===== src/rtl/wb2apb_pkg.sv =====
// Shared types and helpers for the Wishbone-to-APB multi-slave bridge.
package wb2apb_pkg;

  // Bridge sequencing states.
  typedef enum logic [1:0] {
    IDLE   = 2'd0,
    SETUP  = 2'd1,
    ACCESS = 2'd2,
    RESP   = 2'd3
  } state_t;

  // Outcome of the most recent transfer, kept for debug visibility.
  typedef logic [1:0] resp_t;
  localparam resp_t RC_OK      = 2'd0;
  localparam resp_t RC_SLVERR  = 2'd1;
  localparam resp_t RC_DECERR  = 2'd2;
  localparam resp_t RC_TIMEOUT = 2'd3;

  // Width of the slave-index field; a single slave still needs one bit.
  function automatic int idx_width(input int n);
    return (n > 1) ? $clog2(n) : 1;
  endfunction

  // Width of the wait-state counter; kept at one bit when the timeout is off.
  function automatic int cnt_width(input int t);
    return (t > 0) ? $clog2(t + 1) : 1;
  endfunction

endpackage


===== src/rtl/apb_slave_mux.sv =====
// Return-path selector: picks prdata/pready/pslverr of the addressed slave.
module apb_slave_mux
  import wb2apb_pkg::*;
#(
  parameter int NUM_SLAVES = 4,
  parameter int IDX_W      = idx_width(NUM_SLAVES)
) (
  input  logic [IDX_W-1:0]         idx,
  input  logic [NUM_SLAVES*32-1:0] prdata,
  input  logic [NUM_SLAVES-1:0]    pready,
  input  logic [NUM_SLAVES-1:0]    pslverr,
  output logic [31:0]              sel_prdata,
  output logic                     sel_pready,
  output logic                     sel_pslverr
);

  // AND-OR select; an out-of-range index yields all zeros.
  always_comb begin
    sel_prdata  = 32'h0000_0000;
    sel_pready  = 1'b0;
    sel_pslverr = 1'b0;
    for (int k = 0; k < NUM_SLAVES; k++) begin
      sel_prdata  = sel_prdata  | (prdata[32*k +: 32] & {32{idx == IDX_W'(k)}});
      sel_pready  = sel_pready  | (pready[k]  & (idx == IDX_W'(k)));
      sel_pslverr = sel_pslverr | (pslverr[k] & (idx == IDX_W'(k)));
    end
  end

endmodule


===== src/rtl/wb2apb_multi_bridge.sv =====
// Wishbone classic slave to multi-slave APB bridge with wait states,
// error reporting, decode-miss handling and an ACCESS-phase timeout.
module wb2apb_multi_bridge
  import wb2apb_pkg::*;
#(
  parameter int NUM_SLAVES     = 4,
  parameter int SLV_ADDR_LSB   = 12,
  parameter int TIMEOUT_CYCLES = 255
) (
  input  logic                     wb_clk_i,
  input  logic                     wb_rst_i,
  input  logic                     wbs_stb_i,
  input  logic                     wbs_cyc_i,
  input  logic                     wbs_we_i,
  input  logic [3:0]               wbs_sel_i,
  input  logic [31:0]              wbs_dat_i,
  input  logic [31:0]              wbs_adr_i,
  output logic                     wbs_ack_o,
  output logic                     wbs_err_o,
  output logic [31:0]              wbs_dat_o,
  output logic [31:0]              apb_paddr,
  output logic [NUM_SLAVES-1:0]    apb_psel,
  output logic                     apb_penable,
  output logic                     apb_pwrite,
  output logic [31:0]              apb_pwdata,
  output logic [3:0]               apb_pstrb,
  input  logic [NUM_SLAVES*32-1:0] apb_prdata,
  input  logic [NUM_SLAVES-1:0]    apb_pready,
  input  logic [NUM_SLAVES-1:0]    apb_pslverr
);

  localparam int IDX_W = idx_width(NUM_SLAVES);
  localparam int CNT_W = cnt_width(TIMEOUT_CYCLES);
  localparam bit TIMEOUT_EN = (TIMEOUT_CYCLES > 0);
  localparam logic [CNT_W-1:0] CNT_LAST =
    CNT_W'((TIMEOUT_CYCLES > 0) ? TIMEOUT_CYCLES - 1 : 0);

  state_t              state_r;
  logic [IDX_W-1:0]    idx_r;
  logic [CNT_W-1:0]    cnt_r;
  resp_t               status_r;
  logic                abort_r;
  logic                miss_r;
  logic [31:0]         paddr_r;
  logic [31:0]         pwdata_r;
  logic                pwrite_r;
  logic [3:0]          pstrb_r;
  logic [NUM_SLAVES-1:0] psel_r;
  logic                penable_r;
  logic                ack_r;
  logic                err_r;
  logic [31:0]         dat_r;

  logic [IDX_W-1:0]    idx_s;
  logic                miss_s;
  logic                req_s;
  logic                quiet_s;
  logic                expire_s;
  logic [31:0]         sel_prdata_s;
  logic                sel_pready_s;
  logic                sel_pslverr_s;

  assign idx_s    = wbs_adr_i[SLV_ADDR_LSB +: IDX_W];
  assign miss_s   = ({1'b0, idx_s} >= (IDX_W+1)'(NUM_SLAVES));
  assign req_s    = wbs_stb_i & wbs_cyc_i;
  // Once the master has dropped cyc, the transfer finishes silently.
  assign quiet_s  = abort_r | ~wbs_cyc_i;
  assign expire_s = TIMEOUT_EN && (cnt_r == CNT_LAST);

  apb_slave_mux #(
    .NUM_SLAVES (NUM_SLAVES),
    .IDX_W      (IDX_W)
  ) u_mux (
    .idx         (idx_r),
    .prdata      (apb_prdata),
    .pready      (apb_pready),
    .pslverr     (apb_pslverr),
    .sel_prdata  (sel_prdata_s),
    .sel_pready  (sel_pready_s),
    .sel_pslverr (sel_pslverr_s)
  );

  // Bridge FSM with timeout counter and all registered outputs.
  always_ff @(posedge wb_clk_i) begin
    if (wb_rst_i) begin
      state_r   <= IDLE;
      idx_r     <= '0;
      cnt_r     <= '0;
      status_r  <= RC_OK;
      abort_r   <= 1'b0;
      miss_r    <= 1'b0;
      paddr_r   <= 32'h0000_0000;
      pwdata_r  <= 32'h0000_0000;
      pwrite_r  <= 1'b0;
      pstrb_r   <= 4'h0;
      psel_r    <= '0;
      penable_r <= 1'b0;
      ack_r     <= 1'b0;
      err_r     <= 1'b0;
      dat_r     <= 32'h0000_0000;
    end else begin
      case (state_r)
        IDLE: begin
          ack_r <= 1'b0;
          err_r <= 1'b0;
          dat_r <= 32'h0000_0000;
          if (req_s) begin
            paddr_r  <= wbs_adr_i;
            pwdata_r <= wbs_dat_i;
            pwrite_r <= wbs_we_i;
            pstrb_r  <= wbs_sel_i & {4{wbs_we_i}};
            idx_r    <= idx_s;
            abort_r  <= 1'b0;
            if (miss_s) begin
              // No APB slave exists here: answer with an error, no bus cycle.
              status_r <= RC_DECERR;
              miss_r   <= 1'b1;
              state_r  <= RESP;
            end else begin
              miss_r   <= 1'b0;
              psel_r   <= NUM_SLAVES'(1'b1) << idx_s;
              state_r  <= SETUP;
            end
          end
        end
        SETUP: begin
          penable_r <= 1'b1;
          cnt_r     <= '0;
          abort_r   <= abort_r | ~wbs_cyc_i;
          state_r   <= ACCESS;
        end
        ACCESS: begin
          abort_r <= abort_r | ~wbs_cyc_i;
          if (sel_pready_s) begin
            // A ready slave takes priority over a simultaneous timeout.
            psel_r    <= '0;
            penable_r <= 1'b0;
            status_r  <= sel_pslverr_s ? RC_SLVERR : RC_OK;
            ack_r     <= ~quiet_s & ~sel_pslverr_s;
            err_r     <= ~quiet_s & sel_pslverr_s;
            dat_r     <= (~quiet_s & ~sel_pslverr_s & ~pwrite_r) ? sel_prdata_s : 32'h0000_0000;
            state_r   <= RESP;
          end else if (expire_s) begin
            psel_r    <= '0;
            penable_r <= 1'b0;
            status_r  <= RC_TIMEOUT;
            ack_r     <= 1'b0;
            err_r     <= ~quiet_s;
            dat_r     <= 32'h0000_0000;
            state_r   <= RESP;
          end else begin
            cnt_r <= cnt_r + CNT_W'(1);
          end
        end
        RESP: begin
          if (miss_r) begin
            // Decode miss spends one cycle here before raising err.
            miss_r <= 1'b0;
            err_r  <= wbs_cyc_i & (status_r != RC_OK);
            ack_r  <= 1'b0;
            dat_r  <= 32'h0000_0000;
          end else begin
            ack_r   <= 1'b0;
            err_r   <= 1'b0;
            dat_r   <= 32'h0000_0000;
            state_r <= IDLE;
          end
        end
        default: begin
          psel_r    <= '0;
          penable_r <= 1'b0;
          ack_r     <= 1'b0;
          err_r     <= 1'b0;
          dat_r     <= 32'h0000_0000;
          state_r   <= IDLE;
        end
      endcase
    end
  end

  assign wbs_ack_o   = ack_r;
  assign wbs_err_o   = err_r;
  assign wbs_dat_o   = dat_r;
  assign apb_paddr   = paddr_r;
  assign apb_psel    = psel_r;
  assign apb_penable = penable_r;
  assign apb_pwrite  = pwrite_r;
  assign apb_pwdata  = pwdata_r;
  assign apb_pstrb   = pstrb_r;

endmodule


===== config.mk =====
export PLATFORM = sky130hd
export DESIGN_NAME = wb2apb_multi_bridge
export DESIGN_NICKNAME = d
export VERILOG_FILES = /design/src/rtl/wb2apb_pkg.sv /design/src/rtl/apb_slave_mux.sv /design/src/rtl/wb2apb_multi_bridge.sv
export SDC_FILE = /design/constraint.sdc
export NUM_CORES = 1
export LEC_CHECK = 0
export CORE_AREA = 2 2 123 125
export CTS_CLUSTER_SIZE = 20
export DETAILED_ROUTE_END_ITERATION = 12
export DIE_AREA = 0 0 125 127
export DONT_BUFFER_PORTS = 1
export PLACE_DENSITY = 0.58
export SLEW_MARGIN = 40
export SYNTH_ARGS = -nofsm -noshare
export SYNTH_HDL_FRONTEND = slang
export SYNTH_SLANG_ARGS = --single-unit

===== constraint.sdc =====
create_clock -name wb_clk_i -period 4.2 [get_ports wb_clk_i]
set_input_delay 0.84 -clock wb_clk_i [delete_from_list [all_inputs] [get_ports wb_clk_i]]
set_output_delay 0.84 -clock wb_clk_i [all_outputs]
set_load 0.05 [all_outputs]

==> results of run 1 <==
-- cell usage after synthesis --
cell type	instances
mux2i_1	1
nand4b_1	3
o21a_1	1
a211o_1	1
nand4_1	2
ha_1	5
a21oi_1	84
a211oi_2	1
or4_1	2
nor2_1	5
o31ai_1	32
and4_1	1
buf_6	2
inv_2	1
nand2b_1	3
nand3_1	11
nor2b_1	5
o41ai_1	1
inv_1	37
a31o_2	1
nand2_1	143
o21ai_0	10
clkbuf_1	40
and3_1	2
o311ai_0	1
dfxtp_1	119
a21o_1	1
nor3b_1	1
mux4_2	34
nor4_1	1
buf_1	2
or3_1	5
buf_2	8
o211ai_1	34
nor3_1	1
-- power by group through the flow --
stage	sequential [mW]	clock [mW]	combinational [mW]
floorplan	1.64	0	0.581
global placement	1.67	0	0.675
detailed placement	1.68	0	0.693
CTS	1.65	1.44	0.694
global route	1.66	1.49	0.784
finish	1.65	1.41	0.692
-- cells by family after synthesis --
logic type      after synthesis  share of synthesized area [%]
flops                       119                           44.1
simple gates                185                           14.6
mux                          35                           14.4
buf+inv                      90                           6.72
compound gates              167                           19.1
fa+ha+maj                     5                           1.16
-- worst reg2reg max path, delay by kind of cell (launching register included) --
family / cells / cell delay, ps
mux: 1 / 340
compound gates: 1 / 290
buf+inv: 2 / 860
flops: 1 / 510
simple gates: 1 / 430
-- final cells by class --
cell class	count	area [µm²]	share of cell area, %
well taps	184	230	3.79
clock buffers	18	439	7.23
inverters	38	143	2.35
multi-input cells	392	2680	44.1
repair buffers	8	60.1	0.989
flip-flops and latches	119	2380	39.3
clock inverters	14	139	2.29
-- path summary, 6_finish.rpt --
path | cells after the start | to | slack (ps) | from
worst min register to register | 2 | state_r[1]$_SDFFE_PP0P_ | 480 | state_r[1]$_SDFFE_PP0P_
worst max register to register | 5 | wbs_dat_o[20]$_SDFFE_PP0P_ | 1680 | apb_paddr[13]$_SDFFE_PP0P_
worst min-delay path | 2 | state_r[1]$_SDFFE_PP0P_ | 480 | state_r[1]$_SDFFE_PP0P_
worst max-delay path | 5 | wbs_dat_o[20]$_SDFFE_PP0P_ | 1680 | apb_paddr[13]$_SDFFE_PP0P_
-- sequential cells by signal, summed over array words and instances (netlist names) --
| register | count |
|---|---|
| apb_pwdata | 32 |
| wbs_dat_o | 32 |
| apb_paddr | 31 |
| cnt_r | 8 |
| apb_psel | 4 |
| apb_pstrb | 4 |
| state_r | 2 |
| abort_r | 1 |
| apb_penable | 1 |
| apb_pwrite | 1 |
| idx_r | 1 |
| wbs_ack_o | 1 |
| wbs_err_o | 1 |
-- through the flow --
stage                     total power, mW  hold WS [ps]  setup slack, ps  instances
after floorplan                      2.22           451             1870        601
after global placement               2.35           460             1720        741
after detailed placement             2.37           479             1660        741
after CTS                            3.78           473             1630        773
after global routing                 3.94           471             1460        773
final                                3.75           482             1680        773
-- per-layer routing --
layer	track usage, %	wire (µm)	vias up
met3	5.15	1100	39
met4	9.93	503	0
met5	0	0	-
met2	32.6	7800	217
li1	-	-	2083
met1	21.6	5880	2041
==> flow_summary.json, run 1 <==
{
  "fin_tns_setup_ps": 0,
  "drv_cap": 0,
  "p_per_area_mw_per_mm2": 617,
  "switching_power_mw": 1.43,
  "synth_top_area_share_pct": 44.1,
  "worst_skew_pair.late_latency_ps": 410,
  "fin_area_mm2": 0.00607,
  "num-fill-cells": 1442,
  "vias_per_cell": 5.67,
  "first_global_vias": 4347,
  "leakage_nw": 2.10,
  "sw_frac_of_total_pct": 38.2,
  "overflow": 0,
  "finalHoldViolCount": 0,
  "setup_viol": 0,
  "area_delta_synth_final_pct": 12.5,
  "post-cts-setup-buffers": 0,
  "drive_gt1_share_pct": 13.8,
  "ios": 317,
  "dieArea_mm2": 0.0159,
  "placementRows": 44,
  "internal_power_mw": 2.31,
  "cp_top_family": "buffers and inverters",
  "start_kind": "flop",
  "critPathMaxStageDelay_ps": 510,
  "io_buffer_count": 0,
  "final_core_util_pct": 42.1,
  "fin_crit_ps": 2520,
  "yosysWarnings": 0,
  "cts.clk_slew.worst_paths_ps": 60,
  "cpMostUsedCell": "buf_4",
  "drt-pass1-iter-count": 4,
  "seq_power_share_pct": 43.9,
  "syn_inst": 601,
  "clock_skew_ps": 7.29,
  "grt.total_usage_pct": 18.9,
  "drc": 0,
  "coreArea_mm2": 0.0144,
  "worst_path_max_delay_cell": "dfxtp_2",
  "start_util_pct": 37.4,
  "clock_sinks": 119,
  "wirelength_um": 15300,
  "syn_avg_cell_area_um2": 8.98,
  "status": "finished, final reports clean",
  "h-tree-depth": 4,
  "synth.top_cells.by_area": "dfxtp_1 (44%), mux4_2 (14%), nand2_1 (9.9%), a21oi_1 (7.8%), o211ai_1 (4.7%)",
  "power.share.combinational_pct": 18.5,
  "cp_cell_sequence": "buf_4, mux4_2, nand4b_1, buf_4, o31ai_1",
  "syn_area_mm2": 0.00540,
  "grt_pass1_wl_um": 23600,
  "rsz0062_at_grt": "false",
  "synth_nets": 815,
  "slew_violations": 0,
  "layout_common_cells": "nand2_1 (143), dfxtp_1 (117), a21oi_1 (84)",
  "critPathBufInv": 2,
  "numCtsBuffers": 17,
  "layout.nets": 790,
  "yosys.area.top_type": "dfxtp_1",
  "clockBufferDepth": 2,
  "gp_congestion": 0.819,
  "detail-route-antenna-nets": 0,
  "fmax_ghz": 0.397,
  "ys_ff_latch": 119,
  "cp_max_fo": 25,
  "critPathKind": "reg -> reg",
  "endpoint_kind": "flop",
  "worst_ep_required_time_ps": 4510,
  "layout_commonest_cell": "nand2_1",
  "cts-resized-gates": 0,
  "postCtsHoldBufs": 0,
  "min_path_type": "reg -> reg",
  "worst_pin_slew_ps": 755,
  "die_w_um": 125,
  "pwr-share-clk_pct": 37.6,
  "slew-limit-headroom_pct": 49.6,
  "n_antenna_cell": 0,
  "antenna_found_initial": 0,
  "first_iter_violations": 230,
  "grt_max_degree": 83,
  "root_buffer": "clkbuf_16",
  "dpl.hpwl_um": 11400,
  "avgRoutedWirePerCell_um": 19.8,
  "synth.distinct_cells": 35,
  "synth_seq_area_share_pct": 44.1,
  "crit_arrival_ps": 2830,
  "die_y_um": 127,
  "num_vias": 4380,
  "max-vdd-ir-drop_mv": 0.316,
  "cts_tree": "done",
  "fin_crit_sh_pct": 60.0,
  "place_area_mm2": 0.00549
}
Note: power is estimated with default switching activity, not from simulation.
==> inputs of run 2 (changes only) <==
==> constraint.sdc (replaced) <==
create_clock -name wb_clk_i -period 2.6 [get_ports wb_clk_i]
set_input_delay 0.52 -clock wb_clk_i [delete_from_list [all_inputs] [get_ports wb_clk_i]]
set_output_delay 0.52 -clock wb_clk_i [all_outputs]
set_load 0.05 [all_outputs]
==> flow_summary.json, run 2 (synthesis gave the netlist of run 1 again) <==
{
  "postCtsHoldBufs": 0,
  "r2r_cells": 7,
  "detail-route-antenna-nets": 0,
  "dpl.hpwl_um": 11500,
  "fmax_ghz": 0.472,
  "r2r-start": "cnt_r[0]$_SDFFE_PP0P_",
  "endpoint_kind": "flop",
  "clockBufferDepth": 2,
  "start_kind": "flop",
  "vias_per_cell": 5.71,
  "finalHoldViolCount": 0,
  "clock_sinks": 119,
  "worst_skew_pair.late_latency_ps": 410,
  "worst_slack_ps": 479,
  "start_util_pct": 37.4,
  "leakage_nw": 2.14,
  "cts_tree": "done",
  "worst_pin_slew_ps": 681,
  "root_buffer": "clkbuf_16",
  "drive_gt1_share_pct": 14.3,
  "min_path_type": "in -> reg",
  "slew_violations": 0,
  "drt-pass1-iter-count": 4,
  "first_iter_violations": 218,
  "max-vdd-ir-drop_mv": 0.459,
  "setup_viol": 0,
  "drc": 0,
  "layout_commonest_cell": "nand2_1",
  "p_per_area_mw_per_mm2": 1010,
  "rr_endpoint": "wbs_dat_o[20]$_SDFFE_PP0P_",
  "num_vias": 4439,
  "cp_max_fo": 34,
  "io_buffer_count": 0,
  "grt.total_usage_pct": 19.0,
  "coreArea_mm2": 0.0144,
  "fin_crit_ps": 2120,
  "h-tree-depth": 4,
  "overflow": 0,
  "min_path_cells": 1,
  "dieArea_mm2": 0.0159,
  "die_y_um": 127,
  "area_delta_synth_final_pct": 13.8,
  "first_global_vias": 4532,
  "post-cts-setup-buffers": 0,
  "n_antenna_cell": 0,
  "crit_arrival_ps": 2400,
  "die_w_um": 125,
  "layout.nets": 794,
  "worst_ep_required_time_ps": 2880,
  "rsz0062_at_grt": "false",
  "hold_end": "apb_pwdata[23]$_SDFFE_PP0P_",
  "grt_max_degree": 83,
  "gp_congestion": 0.878,
  "antenna_found_initial": 0,
  "placementRows": 44,
  "final_cells": 777,
  "ios": 317,
  "layout_common_cells": "nand2_1 (143), dfxtp_1 (117), a21oi_1 (84)",
  "clock_skew_ps": 8.83,
  "cts.clk_slew.worst_paths_ps": 60,
  "drv_cap": 0,
  "dp_slack_ps": 395,
  "status": "finished, final reports clean",
  "wirelength_um": 15400,
  "numCtsBuffers": 17,
  "holdCritStartpoint": "wb_rst_i",
  "avgRoutedWirePerCell_um": 19.8,
  "fin_tns_setup_ps": 0,
  "critPathKind": "reg -> reg",
  "ff2ff_setup_slack_ps": 480,
  "grt_pass1_wl_um": 23900,
  "whs_ps": 180,
  "fin_crit_sh_pct": 81.6,
  "slew-limit-headroom_pct": 54.6,
  "placedCellCount": 745,
  "cts-resized-gates": 0
}
run 2: cell types whose count changed in the layout (fill, tap and decap cells not counted), sizes merged:
cell,previous run,this run
buf,8,12
clkinvlp,3,4
bufinv,1,2
clkinv,3,2
inv,45,44
run 2: where the power goes:
group / internal [mW] / switching, mW / total (mW)
clock network: 1.46 / 0.902 / 2.36
logic: 0.410 / 0.769 / 1.18
registers: 2.00 / 0.653 / 2.65
total: 3.87 / 2.32 / 6.19
run 2: worst max path at each step:
stage	from	to	slack, ps
global route	cnt_r[0]$_SDFFE_PP0P_	wbs_dat_o[19]$_SDFFE_PP0P_	280
finish	cnt_r[0]$_SDFFE_PP0P_	wbs_dat_o[20]$_SDFFE_PP0P_	480
global placement	apb_pready[3]	wbs_err_o$_SDFFE_PP0P_	430
detailed placement	apb_pready[3]	wbs_dat_o[20]$_SDFFE_PP0P_	390
floorplan	idx_r[0]$_SDFFE_PP0P_	cnt_r[5]$_SDFFE_PP0P_	270
CTS	cnt_r[0]$_SDFFE_PP0P_	wbs_dat_o[20]$_SDFFE_PP0P_	480
run 2: cell type report:
class                      count  area, µm²
fill                        1483       8280
clock inverter                14        165
tap                          184        230
clock buffer                  18        439
multi-input combinational    392       2670
timing repair buffer          12        115
inverter                      38        143
sequential                   119       2380
run 2: metrics by stage:
step / cell area, µm² / util [%] / power, mW
final: 6140 / 42.6 / 6.19
after global routing: 6140 / 42.6 / 6.49
after CTS: 6140 / 42.6 / 6.27
after detailed placement: 5540 / 38.4 / 3.88
after global placement: 5540 / 38.4 / 3.84
after floorplan: 5400 / - / 3.59
run 2: routing by layer:
layer	vias to the layer above	wire length (µm)	track usage, %
li1	2075	-	-
met1	2118	5790	20.6
met2	209	7990	33.8
met3	37	1120	5.86
met4	0	477	9.35
met5	-	0	0
run 2: worst max-delay path: stages, from the launching register on:
cell and delay, ps:
dfxtp_1 410, inv_1 90, ha_1 190, and3_1 230
a211o_1 460, nand2b_1 120, buf_4 350, o31ai_1 130
==> inputs of run 3 (changes only) <==
==> constraint.sdc (replaced) <==
create_clock -name wb_clk_i -period 1.97 [get_ports wb_clk_i]
set_input_delay 0.394 -clock wb_clk_i [delete_from_list [all_inputs] [get_ports wb_clk_i]]
set_output_delay 0.394 -clock wb_clk_i [all_outputs]
set_load 0.05 [all_outputs]
==> flow_summary.json, run 3 (synthesis gave the netlist of run 1 again) <==
{
  "r2r-start": "idx_r[0]$_SDFFE_PP0P_",
  "cts_tree": "done",
  "switching_power_mw": 2.97,
  "slew_violations": 0,
  "setup_viol": 0,
  "crit_path_start": "idx_r[0]$_SDFFE_PP0P_",
  "layout_commonest_cell": "nand2_1",
  "wirelength_um": 15800,
  "p_per_area_mw_per_mm2": 1360,
  "fin_crit_sh_pct": 97.3,
  "status": "finished, final reports clean",
  "placementRows": 44,
  "io_buffer_count": 0,
  "detail-route-antenna-nets": 0,
  "power.share.combinational_pct": 19.8,
  "holdCritStartpoint": "wb_rst_i",
  "drive_gt1_share_pct": 15.4,
  "pwr-share-clk_pct": 39.5,
  "vias_per_cell": 5.75,
  "dpl.hpwl_um": 11800,
  "overflow": 0,
  "first_global_vias": 4499,
  "start_kind": "flop",
  "critPathKind": "reg -> reg",
  "rr_endpoint": "cnt_r[3]$_SDFFE_PP0P_",
  "fin_crit_ps": 1920,
  "clock_skew_ps": 8.14,
  "layout.nets": 804,
  "finalHoldViolCount": 0,
  "postCtsHoldBufs": 0,
  "internal_power_mw": 5.62,
  "worst_slack_ps": 53.5,
  "num_vias": 4522,
  "critPathCapture": "cnt_r[3]$_SDFFE_PP0P_",
  "place_area_mm2": 0.00567,
  "post-cts-setup-buffers": 0,
  "num-fill-cells": 1399,
  "ff2ff_setup_slack_ps": 50,
  "ios": 317,
  "antenna_found_initial": 0,
  "layout_common_cells": "nand2_1 (143), dfxtp_1 (117), a21oi_1 (84)",
  "worst_path_max_delay_cell": "mux4_2",
  "root_buffer": "clkbuf_16",
  "max-vdd-ir-drop_mv": 0.611,
  "sw_frac_of_total_pct": 34.6,
  "drt-pass1-iter-count": 4,
  "leakage_nw": 2.24,
  "min_path_type": "in -> reg",
  "seq_power_share_pct": 40.7,
  "multiInputGateArea_mm2": 0.00267,
  "fmax_ghz": 0.522,
  "regArea_mm2": 0.00239,
  "coreArea_mm2": 0.0144,
  "power_mw": 8.59,
  "die_w_um": 125,
  "start_util_pct": 37.4,
  "drv_cap": 0,
  "rsz0062_at_grt": "true",
  "grt_pass1_wl_um": 24500,
  "grt.total_usage_pct": 19.6,
  "slew-limit-headroom_pct": 59.9,
  "clockBufferDepth": 2,
  "worst_skew_pair.late_latency_ps": 410,
  "dieArea_mm2": 0.0159,
  "critPathMaxStageDelay_ps": 540,
  "h-tree-depth": 4,
  "area_delta_synth_final_pct": 17.2,
  "worst_pin_slew_ps": 601,
  "cp_max_fo": 13,
  "r2r_cells": 4,
  "endpoint_kind": "flop",
  "numCtsBuffers": 17,
  "dp_slack_ps": 39.2,
  "cts.clk_slew.worst_paths_ps": 50,
  "grt_max_degree": 83,
  "crit_arrival_ps": 2250,
  "cp_cell_sequence": "mux4_2, a211o_2, or3_1, a21oi_1",
  "avgRoutedWirePerCell_um": 20.1,
  "die_y_um": 127,
  "first_iter_violations": 255,
  "n_antenna_cell": 0,
  "fin_area_mm2": 0.00633,
  "worst_ep_required_time_ps": 2300,
  "drc": 0,
  "clock_sinks": 119,
  "gp_congestion": 0.841
}
## run 3: cell types whose count changed in the layout (fill, tap and decap cells not counted), sizes merged
cell / delta
buf: +10
clkinv: +1
bufinv: +3
inv: -6
clkbuf: +5
clkinvlp: -4
## run 3: final cells by class
type	count	share of cell area (%)
Timing Repair Buffer	22	3.97
Tap cell	184	3.64
Clock buffer	23	7.55
Sequential cell	119	37.7
Multi-Input combinational cell	392	42.2
Clock inverter	8	2.67
Inverter	38	2.25
## run 3: how the worst min path moves through the flow
| stage | to | cells after the start |
|---|---|---|
| after floorplan | state_r[1]$_SDFFE_PP0P_ | 2 |
| after global placement | state_r[1]$_SDFFE_PP0P_ | 2 |
| after detailed placement | apb_paddr[13]$_SDFFE_PP0P_ | 1 |
| after CTS | apb_pwdata[0]$_SDFFE_PP0P_ | 1 |
| after global routing | apb_pstrb[3]$_SDFFE_PP0P_ | 1 |
| final | apb_pwdata[0]$_SDFFE_PP0P_ | 1 |
## run 3: what timing repair did
action,4_1_cts,5_1_grt
setup endpoints to repair,0,38
hold endpoints to repair,0,0
resized for setup,0,4
## run 3: routing by layer
layer  share of wire [%]  track usage, %  wire length (µm)
met4                 2.0            7.58               316
met1                  38            21.9              5930
met5                   0               0                 0
met2                  52            34.4              8300
met3                 8.0            7.04              1270
## run 3: power groups by stage
stage	logic [mW]	clock network, mW	registers [mW]
after global routing	1.90	3.56	3.51
after CTS	1.70	3.47	3.50
after floorplan	1.31	0	3.49
after detailed placement	1.70	0	3.55
after global placement	1.65	0	3.54
final	1.70	3.40	3.49
## run 3: metrics by stage
stage	util (%)	std cells	TNS, ps	hold slack, ps
finish	43.9	786	0	52.8
global route	43.9	786	-252	24.9
CTS	43.8	786	0	27.6
global placement	39.3	755	0	464
floorplan	-	601	-193	451
detailed placement	39.3	755	0	470
## run 3: worst max-delay path, delay by kind of cell (launching register included)
family,cells,cell delay (ps)
and+or+nand+nor,1,340
AOI/OAI and AO/OA,2,600
DFF,1,370
muxes,1,540
